===== config.mk =====
export PLATFORM = sky130hd
export DESIGN_NAME = pipelined_carry_adder
export DESIGN_NICKNAME = d
export VERILOG_FILES = /design/src/rtl/pipelined_carry_adder.sv
export SDC_FILE = /design/constraint.sdc
export NUM_CORES = 1
export LEC_CHECK = 0
export ABC_AREA = 1
export BUFFER_PORTS_ARGS = -buffer_cell sky130_fd_sc_hd__buf_2
export CAP_MARGIN = 30
export CORE_MARGIN = 5
export CORE_UTILIZATION = 50
export CTS_CLUSTER_DIAMETER = 80
export DETAILED_ROUTE_END_ITERATION = 8
export PLACE_DENSITY = 0.76
export REMOVE_ABC_BUFFERS = 1
export SYNTH_ARGS = -nofsm -noshare
export SYNTH_HDL_FRONTEND = slang
export SYNTH_SLANG_ARGS = --single-unit

===== constraint.sdc =====
create_clock -name clk -period 6.9 [get_ports clk]
set_clock_uncertainty 0.2 [all_clocks]
set_input_delay 0.69 -clock clk [delete_from_list [all_inputs] [get_ports clk]]
set_output_delay 0.69 -clock clk [all_outputs]
set_load 0.02 [all_outputs]

===== src/rtl/pipelined_carry_adder.sv =====
// pipelined_carry_adder
// DATA_WIDTH-bit adder/subtractor split into STAGE_WIDTH-bit chunks.
// Each pipeline stage ripples one chunk and registers its carry into the next
// stage, so the critical path is one chunk wide regardless of DATA_WIDTH.
// Valid/ready stream handshake with full backpressure. A stall freezes every
// stage at once, and bubbles are not compressed.
module pipelined_carry_adder #(
  parameter int DATA_WIDTH  = 32,
  parameter int STAGE_WIDTH = 8
) (
  input  logic                  clk,
  input  logic                  rst,
  input  logic                  in_valid,
  output logic                  in_ready,
  input  logic [DATA_WIDTH-1:0] a,
  input  logic [DATA_WIDTH-1:0] b,
  input  logic                  cin,
  input  logic                  sub,
  output logic                  out_valid,
  input  logic                  out_ready,
  output logic [DATA_WIDTH-1:0] sum,
  output logic                  cout,
  output logic                  overflow,
  output logic [DATA_WIDTH-1:0] carry_vec
);

  localparam int STAGES = DATA_WIDTH / STAGE_WIDTH;
  localparam int LAST   = STAGES - 1;

  // Full-adder sum bit.
  function automatic logic fa_sum(input logic x, input logic y, input logic c);
    return x ^ y ^ c;
  endfunction

  // Full-adder carry bit (majority of the three inputs).
  function automatic logic fa_carry(input logic x, input logic y, input logic c);
    return (x & y) | (x & c) | (y & c);
  endfunction

  // Pipeline registers. Entry k holds the beat after chunk k is resolved.
  // Operands travel along so that later stages can consume their chunks.
  logic                  r_v   [STAGES];
  logic [DATA_WIDTH-1:0] r_a   [STAGES];
  logic [DATA_WIDTH-1:0] r_b   [STAGES];
  logic [DATA_WIDTH-1:0] r_sum [STAGES];
  logic [DATA_WIDTH-1:0] r_cv  [STAGES];
  logic                  r_c   [STAGES];
  logic                  r_ovf;

  // Effective operands and the stall decision.
  logic                  w_stall;
  logic [DATA_WIDTH-1:0] w_b_eff;
  logic                  w_c0;

  // Inputs seen by each stage: the ports for stage 0, otherwise the registers
  // of the previous stage.
  logic                  w_stg_v   [STAGES];
  logic [DATA_WIDTH-1:0] w_stg_a   [STAGES];
  logic [DATA_WIDTH-1:0] w_stg_b   [STAGES];
  logic [DATA_WIDTH-1:0] w_stg_sum [STAGES];
  logic [DATA_WIDTH-1:0] w_stg_cv  [STAGES];
  logic                  w_stg_cin [STAGES];

  // Values each stage will register when the pipe advances.
  logic [DATA_WIDTH-1:0] w_nxt_sum [STAGES];
  logic [DATA_WIDTH-1:0] w_nxt_cv  [STAGES];
  logic                  w_nxt_c   [STAGES];
  logic                  w_carry;

  // Operand conditioning: subtraction is a + ~b + 1. Also decides the stall.
  always_comb begin
    w_b_eff = sub ? ~b : b;
    w_c0    = sub ? 1'b1 : cin;
    w_stall = r_v[LAST] && !out_ready;
  end

  // Route each stage's inputs from the ports (stage 0) or the previous stage.
  always_comb begin
    for (int k = 0; k < STAGES; k++) begin
      if (k == 0) begin
        w_stg_v[k]   = in_valid;
        w_stg_a[k]   = a;
        w_stg_b[k]   = w_b_eff;
        w_stg_sum[k] = '0;
        w_stg_cv[k]  = '0;
        w_stg_cin[k] = w_c0;
      end else begin
        // The index guard keeps the unused branch in range when STAGES == 1.
        w_stg_v[k]   = r_v[(k == 0) ? 0 : k - 1];
        w_stg_a[k]   = r_a[(k == 0) ? 0 : k - 1];
        w_stg_b[k]   = r_b[(k == 0) ? 0 : k - 1];
        w_stg_sum[k] = r_sum[(k == 0) ? 0 : k - 1];
        w_stg_cv[k]  = r_cv[(k == 0) ? 0 : k - 1];
        w_stg_cin[k] = r_c[(k == 0) ? 0 : k - 1];
      end
    end
  end

  // Ripple chunk k through STAGE_WIDTH full adders. Chunks finished by earlier
  // stages pass through unchanged.
  always_comb begin
    w_carry = 1'b0;
    for (int k = 0; k < STAGES; k++) begin
      w_nxt_sum[k] = w_stg_sum[k];
      w_nxt_cv[k]  = w_stg_cv[k];
      w_carry      = w_stg_cin[k];
      for (int j = 0; j < STAGE_WIDTH; j++) begin
        w_nxt_cv[k][k * STAGE_WIDTH + j]  = w_carry;
        w_nxt_sum[k][k * STAGE_WIDTH + j] = fa_sum(w_stg_a[k][k * STAGE_WIDTH + j],
                                                   w_stg_b[k][k * STAGE_WIDTH + j],
                                                   w_carry);
        w_carry = fa_carry(w_stg_a[k][k * STAGE_WIDTH + j],
                           w_stg_b[k][k * STAGE_WIDTH + j],
                           w_carry);
      end
      w_nxt_c[k] = w_carry;
    end
  end

  // Pipeline advance. Reset clears everything. A stall freezes every stage.
  // Data registers load only for valid beats, so bubbles do not disturb
  // the outputs.
  always_ff @(posedge clk) begin
    if (rst) begin
      for (int k = 0; k < STAGES; k++) begin
        r_v[k]   <= 1'b0;
        r_a[k]   <= '0;
        r_b[k]   <= '0;
        r_sum[k] <= '0;
        r_cv[k]  <= '0;
        r_c[k]   <= 1'b0;
      end
      r_ovf <= 1'b0;
    end else if (!w_stall) begin
      for (int k = 0; k < STAGES; k++) begin
        r_v[k] <= w_stg_v[k];
        if (w_stg_v[k]) begin
          r_a[k]   <= w_stg_a[k];
          r_b[k]   <= w_stg_b[k];
          r_sum[k] <= w_nxt_sum[k];
          r_cv[k]  <= w_nxt_cv[k];
          r_c[k]   <= w_nxt_c[k];
        end
      end
      // Signed overflow: carry into the MSB differs from carry out of it.
      if (w_stg_v[LAST]) begin
        r_ovf <= w_nxt_cv[LAST][DATA_WIDTH-1] ^ w_nxt_c[LAST];
      end
    end
  end

  // in_ready looks only at the registered output valid and at out_ready.
  assign in_ready  = !w_stall;
  assign out_valid = r_v[LAST];
  assign sum       = r_sum[LAST];
  assign cout      = r_c[LAST];
  assign overflow  = r_ovf;
  assign carry_vec = r_cv[LAST];

endmodule


-- Word-level counts from Yosys, hierarchy flattened
Memories as Yosys holds them, arrays and structs flattened.
Index checks and enable logic that the tools add are counted.
- muxes and demuxes: 47
- bitwise logic cells: 251
- reduce and logical (&&, ||, !) cells: 4
- operators by type and width (cell ; number):
    $mux 32 ; 17
    $and 1x1->1 ; 96
    $or 1x1->1 ; 88
    $xor 1x1->1 ; 65
    $not 32->32 ; 1
    $mux 1 ; 30
    $logic_not 1->1 ; 2
    $reduce_and 2->1 ; 1
    $logic_and 1x1->1 ; 1
    $not 1->1 ; 1
- register bits: 1
- RAM bits: 520
- input port bits: 70
- output and inout port bits: 68
- logic and storage cells: 309
- memories kept: 6
- memories (name ; words ; bits a word ; rd ports ; clocked after memory_dff ; wr ports ; RTL line ; RTL):
    r_a ; 4 ; 32 ; 3 ; 0 ; 4 ; 43 ; logic [DATA_WIDTH-1:0] r_a [STAGES];
    r_b ; 4 ; 32 ; 3 ; 0 ; 4 ; 44 ; logic [DATA_WIDTH-1:0] r_b [STAGES];
    r_cv ; 4 ; 32 ; 4 ; 0 ; 4 ; 46 ; logic [DATA_WIDTH-1:0] r_cv [STAGES];
    r_sum ; 4 ; 32 ; 4 ; 0 ; 4 ; 45 ; logic [DATA_WIDTH-1:0] r_sum [STAGES];
    r_c ; 4 ; 1 ; 4 ; 0 ; 4 ; 47 ; logic r_c [STAGES];
    r_v ; 4 ; 1 ; 4 ; 0 ; 4 ; 42 ; logic r_v [STAGES];

-- Logic depth before layout (Yosys ltp)
Gate-level depths: netlist of run 1.
- word-level depth: 27
- mapped depth: 18
- gate-level depth less buffers: 16

-- Worst setup path after synthesis of run 1
No wires, ideal clock.
- path type: input to register
- start point: input in_valid
- end point: memory r_a[0][10] (enable)
- setup time: 578 ps
- arrival time: 5339 ps
- data required time: 6122 ps
- slack: 784 ps
- stages: 2
- buffers on the path: 0
- cells stage by stage: inv_1 o21ai_0
- RTL lines (item ; RTL line ; RTL):
    from (decl) ; 13 ; input logic in_valid,
    to (decl) ; 43 ;

==> flow_summary.toml, run 1 <==
[sta]
period_share_pct = 69.0
period_needed_ps = 4760
max-slew-margin-rel_pct = 36.7
setup-violations-final = 0
fmax_mhz = 210
grt_setup_unrepaired = "false"
maxSlewViolCount = 0
tightest_slew_ps = 950
fin_hold_ws_ps = 251
fin_tns_setup_ps = 0
hold_violations = 0

[grt]
gr-usage-all-layers_pct = 13.1
grt_start_max_net_pins = 66
antenna_found_initial = 0
overflow = 0
grt_pass1_wl_um = 29900
grt_pass1_vias = 6247

[drt]
viasPerCell = 4.30
drt_iter0_drc = 327
wl_met3_um = 891
routed_wirelength_um = 17800
wl_per_cell_um = 12.8
top_layer_used = "met4"
ant_nets = 0
drt-pass1-iter-count = 4
routed-wl-met2_um = 9530
num_vias = 5986
drt-met1-wl_um = 6900
drcViolationCount = 0

[floorplanning]
core_sq_um = 24200
die_w_um = 167
dieArea_sq_um = 27800
die-height_um = 167
io_pins = 138
num_rows = 57
initial_core_util_pct = 50.7

[synthesis]
yosys_warnings = 0
synth-seq-cells = 265
ys.flop_type = "edfxtp_1"
synth_area_per_cell_sq_um = 13.5
synthTopCellsByCount = "264 x edfxtp_1, 242 x inv_1, 113 x nor2_1"
synth.distinct_cells = 27
yosysMostFrequentCell = "edfxtp_1"
syn_inst = 908
yosysTopAreaCell = "edfxtp_1"
synth_edf_count = 264
synth_top_cell_area_share_pct = 64.5
ys_seq_area_share_pct = 64.7
netlist_area_sq_um = 12300
synthArstFlopShare_pct = 0
synth_area_leaders = "edfxtp_1 65%, nor2_4 9.7%, inv_1 7.4%, fa_1 4.6%, nor2_1 3.5%"

[clock_tree]
clk_path_buf_depth = 3
cts_tree = "built"
cts_setup_buffers = 0
numClockSinks = 265
path_clk_slew_ps = 60
cts_root_buf = "clkbuf_16"
cts_inserted_buffers = 27
cts_resized = 0
postCtsHoldBufs = 0
insertion_delay_ps = 520
ctsHtreeMaxLevel = 1

[pwr]
power_density_nw_per_um2 = 272
vdd_drop_max_uv = 145
p_leak_nw = 5.62

[layout]
layout-drive-gt1-share_pct = 32.6
insertedDiodeCount = 0
area_delta_synth_final_pct = 13.7
final_cell_area_sq_um = 14000
final_core_util_pct = 57.6
nets = 1152

[worst_setup_path]
cp_max_fo = 2
cp.required_ps = 7070
end_kind = "flip-flop"
arrival_ps = 4930
critPathLaunchType = "flip-flop"
worstSetupPathType = "reg -> reg"

[job]
cap_violations = 0

[status]
status = "completed"

[worst_hold_path]
min_path_type = "in -> reg"

[placement]
hpwl_um = 11900
port_buffers = 137
gp_congestion = 0.761
placedInstanceArea_sq_um = 13100
-- worst max-delay path, cell delays in order (launching register included) --
cell      delay [ps]
edfxtp_1         370
inv_1            140
fa_1             270
inv_1             80
fa_1             470
fa_1             500
fa_1             490
fa_1             490
fa_1             490
fa_1             440
inv_1            160
fa_1             420
nor2_1           110
-- cells in the final DEF, fill, tap and decap left out, types with 4 or more instances in the layout --
| cell | instances |
|---|---|
| edfxtp_1 | 264 |
| inv_1 | 242 |
| buf_2 | 137 |
| nor2_1 | 113 |
| nor2_4 | 106 |
| nor2_2 | 40 |
| xnor2_1 | 30 |
| fa_1 | 28 |
| clkbuf_16 | 27 |
| nand2_1 | 12 |
| a21oi_1 | 7 |
| buf_4 | 7 |
| nand2_2 | 6 |
| bufinv_16 | 6 |
| clkbuf_1 | 5 |
| clkinv_1 | 5 |
| clkinv_2 | 4 |
| ha_1 | 4 |
-- per-layer routing --
| metal | up-vias | global-route usage, % |
|---|---|---|
| li1 | 3049 | - |
| met1 | 2776 | 15.4 |
| met2 | 129 | 24.5 |
| met3 | 32 | 2.35 |
| met4 | 0 | 4.09 |
| met5 | - | 0 |
-- through the flow --
step | cells | setup slack [ps] | power (mW)
floorplan | 877 | 784 | 2.23
global placement | 1345 | 2240 | 2.31
detailed placement | 1345 | 2140 | 2.33
CTS | 1393 | 2100 | 3.85
global route | 1393 | 1910 | 3.96
finish | 1393 | 2140 | 3.79
-- power by group --
group	internal (mW)	leakage, nW	total, mW	switching [mW]
logic	0.112	2.35	0.361	0.249
registers	1.90	2.82	1.93	0.0313
clock network	0.939	0.447	1.51	0.569
total	2.95	5.62	3.79	0.849
-- logic make-up (layout without fill, tap and decap cells) --
| kind of cell | after synthesis | in the layout | synth area share (%) |
|---|---|---|---|
| AND/OR/NAND/NOR | 285 | 285 | 16.3 |
| buffers and inverters | 280 | 441 | 11.2 |
| flip-flops | 265 | 265 | 64.7 |
| adder cells (fa/ha/maj) | 32 | 32 | 4.97 |
| XOR/XNOR | 32 | 32 | 2.28 |
| AO/OA/AOI/OAI | 14 | 14 | 0.631 |
-- path summary, 6_finish.rpt --
path,slack [ps],endpoint,depth (start not counted),from
min reg2reg,290,overflow,2,overflow
min,250,overflow,2,rst
max,2140,r_sum[1][15],12,r_c[0]
max reg2reg,2140,r_sum[1][15],12,r_c[0]
-- area by class of cell --
| class | count | area [sq um] |
|---|---|---|
| Sequential cell | 265 | 7950 |
| Fill cell | 1968 | 10300 |
| Clock inverter | 16 | 230 |
| Timing Repair Buffer | 144 | 738 |
| Multi-Input combinational cell | 363 | 3010 |
| Clock buffer | 32 | 694 |
| Inverter | 249 | 951 |
| Tap cell | 324 | 405 |
-- registers in the layout, summed over array words and instances (netlist names) --
| signal | flops |
|---|---|
| r_a | 48 |
| r_c | 4 |
| r_cv | 80 |
| r_b | 48 |
| overflow | 1 |
| r_sum | 80 |
| r_v | 4 |
Note: power is estimated with default switching activity, not from simulation.
==> run 2, diff against run 1 <==
==> constraint.sdc (replaced) <==
create_clock -name clk -period 4.6 [get_ports clk]
set_clock_uncertainty 0.2 [all_clocks]
set_input_delay 0.46 -clock clk [delete_from_list [all_inputs] [get_ports clk]]
set_output_delay 0.46 -clock clk [all_outputs]
set_load 0.02 [all_outputs]
==> flow_summary.toml, run 2 (synthesis gave the netlist of run 1 again) <==
[drt]
drt_iter0_drc = 294
viasPerCell = 4.24
drt-pass1-iter-count = 4
num_vias = 5938
wl_per_cell_um = 12.5
routed_wirelength_um = 17500
ant_nets = 0
drcViolationCount = 0

[worst_setup_path]
end_kind = "flip-flop"
cp_top_family = "adder cells"
critPathLaunchType = "flip-flop"
crit_slowest_cell = "fa_1"
cp_max_fo = 2
worstSetupPathType = "reg -> reg"
slowest_delay_ps = 490
critical_path.cell_chain = "inv_1 -> fa_1 -> inv_1 -> fa_1 -> fa_1 -> fa_2 -> fa_1 -> fa_2 -> fa_1 -> inv_2 -> fa_1 -> nor2_1"
cp_common_cell = "fa_1"
arrival_ps = 4580
path_buf_inv = 3
cp.required_ps = 4780

[floorplanning]
io_pins = 138
die-height_um = 167
initial_core_util_pct = 50.7
num_rows = 57
die_w_um = 167
core_sq_um = 24200
dieArea_sq_um = 27800

[pwr]
power_density_nw_per_um2 = 389
finalPower_mw = 5.45
p_leak_nw = 5.62
vdd_drop_max_uv = 184

[clock_tree]
cts_setup_buffers = 0
cts_root_buf = "clkbuf_16"
cts_inserted_buffers = 27
postCtsHoldBufs = 0
insertion_delay_ps = 510
cts_resized = 4
cts_tree = "built"
path_clk_slew_ps = 60
clk_path_buf_depth = 3
ctsHtreeMaxLevel = 1
numClockSinks = 265

[placement]
port_buffers = 137
place_ws_ps = -72.6
gp_congestion = 0.764
hpwl_um = 11700
placedCellCount = 1353

[sta]
maxSlewViolCount = 0
max-slew-margin-rel_pct = 44.1
period_needed_ps = 4400
period_share_pct = 95.7
fin_tns_setup_ps = 0
setup-violations-final = 0
fmax_mhz = 227
fin_ws_ps = 199
tightest_slew_ps = 839
hold_violations = 0

[layout]
final_core_util_pct = 57.7
nets = 1162
insertedDiodeCount = 0
mostFrequentLayoutCells = "264 x edfxtp_1, 241 x inv_1, 137 x buf_2"
layout-drive-gt1-share_pct = 34.3
area_delta_synth_final_pct = 13.9
final_cells = 1400
top_regs = "r_cv x80, r_sum x80"
fillCellCount = 1949
final_common_cell = "edfxtp_1"

[grt]
overflow = 0
gr-usage-all-layers_pct = 12.8
grt_start_max_net_pins = 66
grt_pass1_vias = 6037
grt_pass1_wl_um = 29300
antenna_found_initial = 0

[job]
cap_violations = 0

[worst_hold_path]
min_path_type = "in -> reg"

[status]
status = "completed"
==> run 2: changes by cell type in the layout (fill, tap and decap cells not counted), moves of 2 or more <==
| cell | delta |
|---|---|
| clkinv_1 | -3 |
| fa_1 | -10 |
| clkinv_2 | +4 |
| buf_16 | +2 |
| bufinv_16 | -4 |
| buf_4 | +8 |
| fa_2 | +10 |
==> run 2: worst paths after layout <==
kind,start,to,slack (ps),depth (start not counted)
setup / recovery,r_c[0],r_sum[1][15],200,12
hold / removal,rst,overflow,30,2
setup reg to reg,r_c[0],r_sum[1][15],200,12
hold reg to reg,overflow,overflow,310,2
==> run 2: per-layer routing <==
metal  track usage [%]  wire length [um]  up-vias  share of wire (%)
met5                 0                 0        -                  0
met4              3.45               366        0                2.1
met3              2.61              1110       30                6.3
met2              23.2              9370      122                 54
met1              15.6              6620     2722                 38
li1                  -                 -     3064                  -
==> run 2: metrics by stage <==
stage,cell area [sq um],hold slack [ps]
6_report,14000,27.4
5_1_grt,14000,16.1
4_1_cts,13900,0.367
3_5_place_dp,13100,296
3_3_place_gp,13100,259
2_1_floorplan,11900,319
==> run 2: worst reg2reg max path, delay by kind of cell, from the launching register on <==
kind,cells,cell delay [ps]
fa+ha+maj,8,3350
buf+inv,3,270
flops,1,350
simple gates,1,100
==> run 2: cell type report <==
cell class	instances	area [sq um]	share of cell area (%)
clock buffers	33	698	4.99
repair buffers	154	853	6.09
clock inverters	12	111	0.795
inverters	249	951	6.79
flip-flops and latches	265	7950	56.8
multi-input cells	363	3030	21.7
well taps	324	405	2.90
==> run 2: power breakdown <==
| group | switching [mW] | internal, mW | total (mW) |
|---|---|---|---|
| logic | 0.376 | 0.180 | 0.556 |
| registers | 0.0464 | 2.84 | 2.89 |
| clock network | 0.823 | 1.18 | 2.00 |
| total | 1.25 | 4.20 | 5.45 |
==> run 3, diff against run 2 <==
--- a/config.mk
+++ b/config.mk
@@ -8,11 +8,13 @@
 export ABC_AREA = 1
 export BUFFER_PORTS_ARGS = -buffer_cell sky130_fd_sc_hd__buf_2
 export CAP_MARGIN = 30
+export CELL_PAD_IN_SITES_DETAIL_PLACEMENT = 1
+export CELL_PAD_IN_SITES_GLOBAL_PLACEMENT = 1
 export CORE_MARGIN = 5
-export CORE_UTILIZATION = 50
+export CORE_UTILIZATION = 48
 export CTS_CLUSTER_DIAMETER = 80
 export DETAILED_ROUTE_END_ITERATION = 8
-export PLACE_DENSITY = 0.76
+export PLACE_DENSITY = 0.85
 export REMOVE_ABC_BUFFERS = 1
 export SYNTH_ARGS = -nofsm -noshare
 export SYNTH_HDL_FRONTEND = slang
==> flow_summary.toml, run 3 (synthesis gave the netlist of run 1 again) <==
[drt]
routed_wirelength_um = 21600
drt-pass1-iter-count = 4
drcViolationCount = 0
viasPerCell = 4.42
ant_nets = 0
num_vias = 6236
drt_iter0_drc = 216
wl_per_cell_um = 15.3

[worst_setup_path]
cp_top_family = "adder cells"
slowest_delay_ps = 490
cp_common_cell = "fa_2"
cp.required_ps = 4780
critPathLaunchType = "flip-flop"
arrival_ps = 4580
worst_setup_path_startpoint = "r_c[2]"
worstSetupPathType = "reg -> reg"
crit_slowest_cell = "fa_1"
critical_path.cell_chain = "inv_1 -> fa_1 -> inv_1 -> fa_2 -> fa_2 -> fa_1 -> fa_2 -> fa_2 -> fa_2 -> inv_1 -> fa_2 -> nor2_1"
reg2reg_from = "r_c[2]"
end_kind = "flip-flop"
cp_max_fo = 2
path_buf_inv = 3

[sta]
fin_ws_ps = 203
hold_violations = 0
period_needed_ps = 4400
fin_tns_setup_ps = 0
fin_hold_ws_ps = 35.6
setup-violations-final = 0
fmax_mhz = 227
grt_setup_unrepaired = "false"
max-slew-margin-rel_pct = 38.0
period_share_pct = 95.6
tightest_slew_ps = 930
maxSlewViolCount = 0

[pwr]
swShare_pct = 23.6
vdd_drop_max_uv = 225
finalPower_mw = 5.61
p_sw_mw = 1.32
power_density_nw_per_um2 = 398
pwr-share-clk_pct = 37.9
internal_power_mw = 4.28
p_leak_nw = 5.64
pwr-share-seq_pct = 51.7
combPwrFrac_pct = 10.4

[clock_tree]
ctsHtreeMaxLevel = 1
insertion_delay_ps = 530
numClockSinks = 265
cts_root_buf = "clkbuf_16"
clk_path_buf_depth = 3
path_clk_slew_ps = 60
cts_tree = "built"
cts_inserted_buffers = 28
cts_setup_buffers = 0

[placement]
port_buffers = 137
place_ws_ps = -141
placedInstanceArea_sq_um = 13100
hpwl_um = 14800
gp_congestion = 0.725

[floorplanning]
io_pins = 138
initial_core_util_pct = 48.8
core_sq_um = 25200
die_w_um = 170
dieArea_sq_um = 28900
num_rows = 58
die-height_um = 170

[grt]
gr-usage-all-layers_pct = 15.2
grt_pass1_vias = 6949
overflow = 0
antenna_found_initial = 1
grt_start_max_net_pins = 66
grt_pass1_wl_um = 34900

[layout]
final_cell_area_sq_um = 14100
mostFrequentLayoutCells = "264 x edfxtp_1, 242 x inv_1, 137 x buf_2"
top_regs = "r_cv x80, r_sum x80"
fillCellCount = 2562
final_common_cell = "edfxtp_1"
area_delta_synth_final_pct = 14.6
nets = 1164
layout-drive-gt1-share_pct = 34.6

[job]
cap_violations = 0

[worst_hold_path]
min_from = "a[31]"
min_path_type = "in -> reg"

[status]
status = "completed"
## run 3: cell count changes in the layout (fill, tap and decap cells not counted), sizes merged
cell,change
diode,+1
dlygate4sd3,+1
clkinv,+3
clkbuf,+2
inv,-1
## run 3: worst reg2reg max path, stage by stage, from the launching register on
cell      delay [ps]
edfxtp_1         350
inv_1            100
fa_1             210
inv_1             70
fa_2             420
fa_2             430
fa_1             490
fa_2             440
fa_2             440
fa_2             430
inv_1            120
fa_2             430
nor2_1           110
## run 3: metrics by stage
| stage | std cells | utilization [%] |
|---|---|---|
| 2_1_floorplan | 877 | - |
| 3_3_place_gp | 1360 | 52.2 |
| 3_5_place_dp | 1360 | 52.2 |
| 4_1_cts | 1410 | 55.7 |
| 5_1_grt | 1412 | 55.9 |
| 6_report | 1412 | 55.9 |
## run 3: layout make-up
| class | instances | area (sq um) | share of cell area [%] |
|---|---|---|---|
| Sequential cell | 265 | 7950 | 56.4 |
| Multi-Input combinational cell | 363 | 3050 | 21.6 |
| Inverter | 249 | 951 | 6.75 |
| Timing Repair Buffer | 155 | 856 | 6.08 |
| Clock buffer | 35 | 748 | 5.31 |
| Tap cell | 330 | 413 | 2.93 |
| Clock inverter | 14 | 118 | 0.835 |
| Antenna cell | 1 | 2.50 | 0.0178 |
## run 3: path summary, 6_finish.rpt
check	end	slack [ps]	cells past startpoint
worst min register to register	overflow	290	2
worst min-delay path	r_a[0][31]	40	3
worst max-delay path	r_sum[3][31]	200	12
worst max register to register	r_sum[3][31]	200	12
## run 3: power groups by stage
stage	logic (mW)	registers, mW	clock network [mW]
3_5_place_dp	0.581	2.95	0
2_1_floorplan	0.354	3.00	0
6_report	0.580	2.90	2.13
3_3_place_gp	0.544	2.94	0
4_1_cts	0.589	2.90	2.19
5_1_grt	0.645	2.92	2.31
## run 3: per-layer routing
layer | share of wire [%] | track usage (%) | vias up
li1 | - | - | 3067
met2 | 57 | 31.0 | 126
met5 | 0 | 0 | -
met1 | 35 | 15.6 | 2999
met3 | 4.3 | 2.21 | 44
met4 | 3.5 | 5.31 | 0
## run 3: timing repair
| item | 4_1_cts | 5_1_grt |
|---|---|---|
| hold buffers | 1 | 0 |
| setup endpoints to repair | 6 | 4 |
| endpoints found under the hold margin | 1 | 0 |
| gates resized for setup | 8 | 7 |
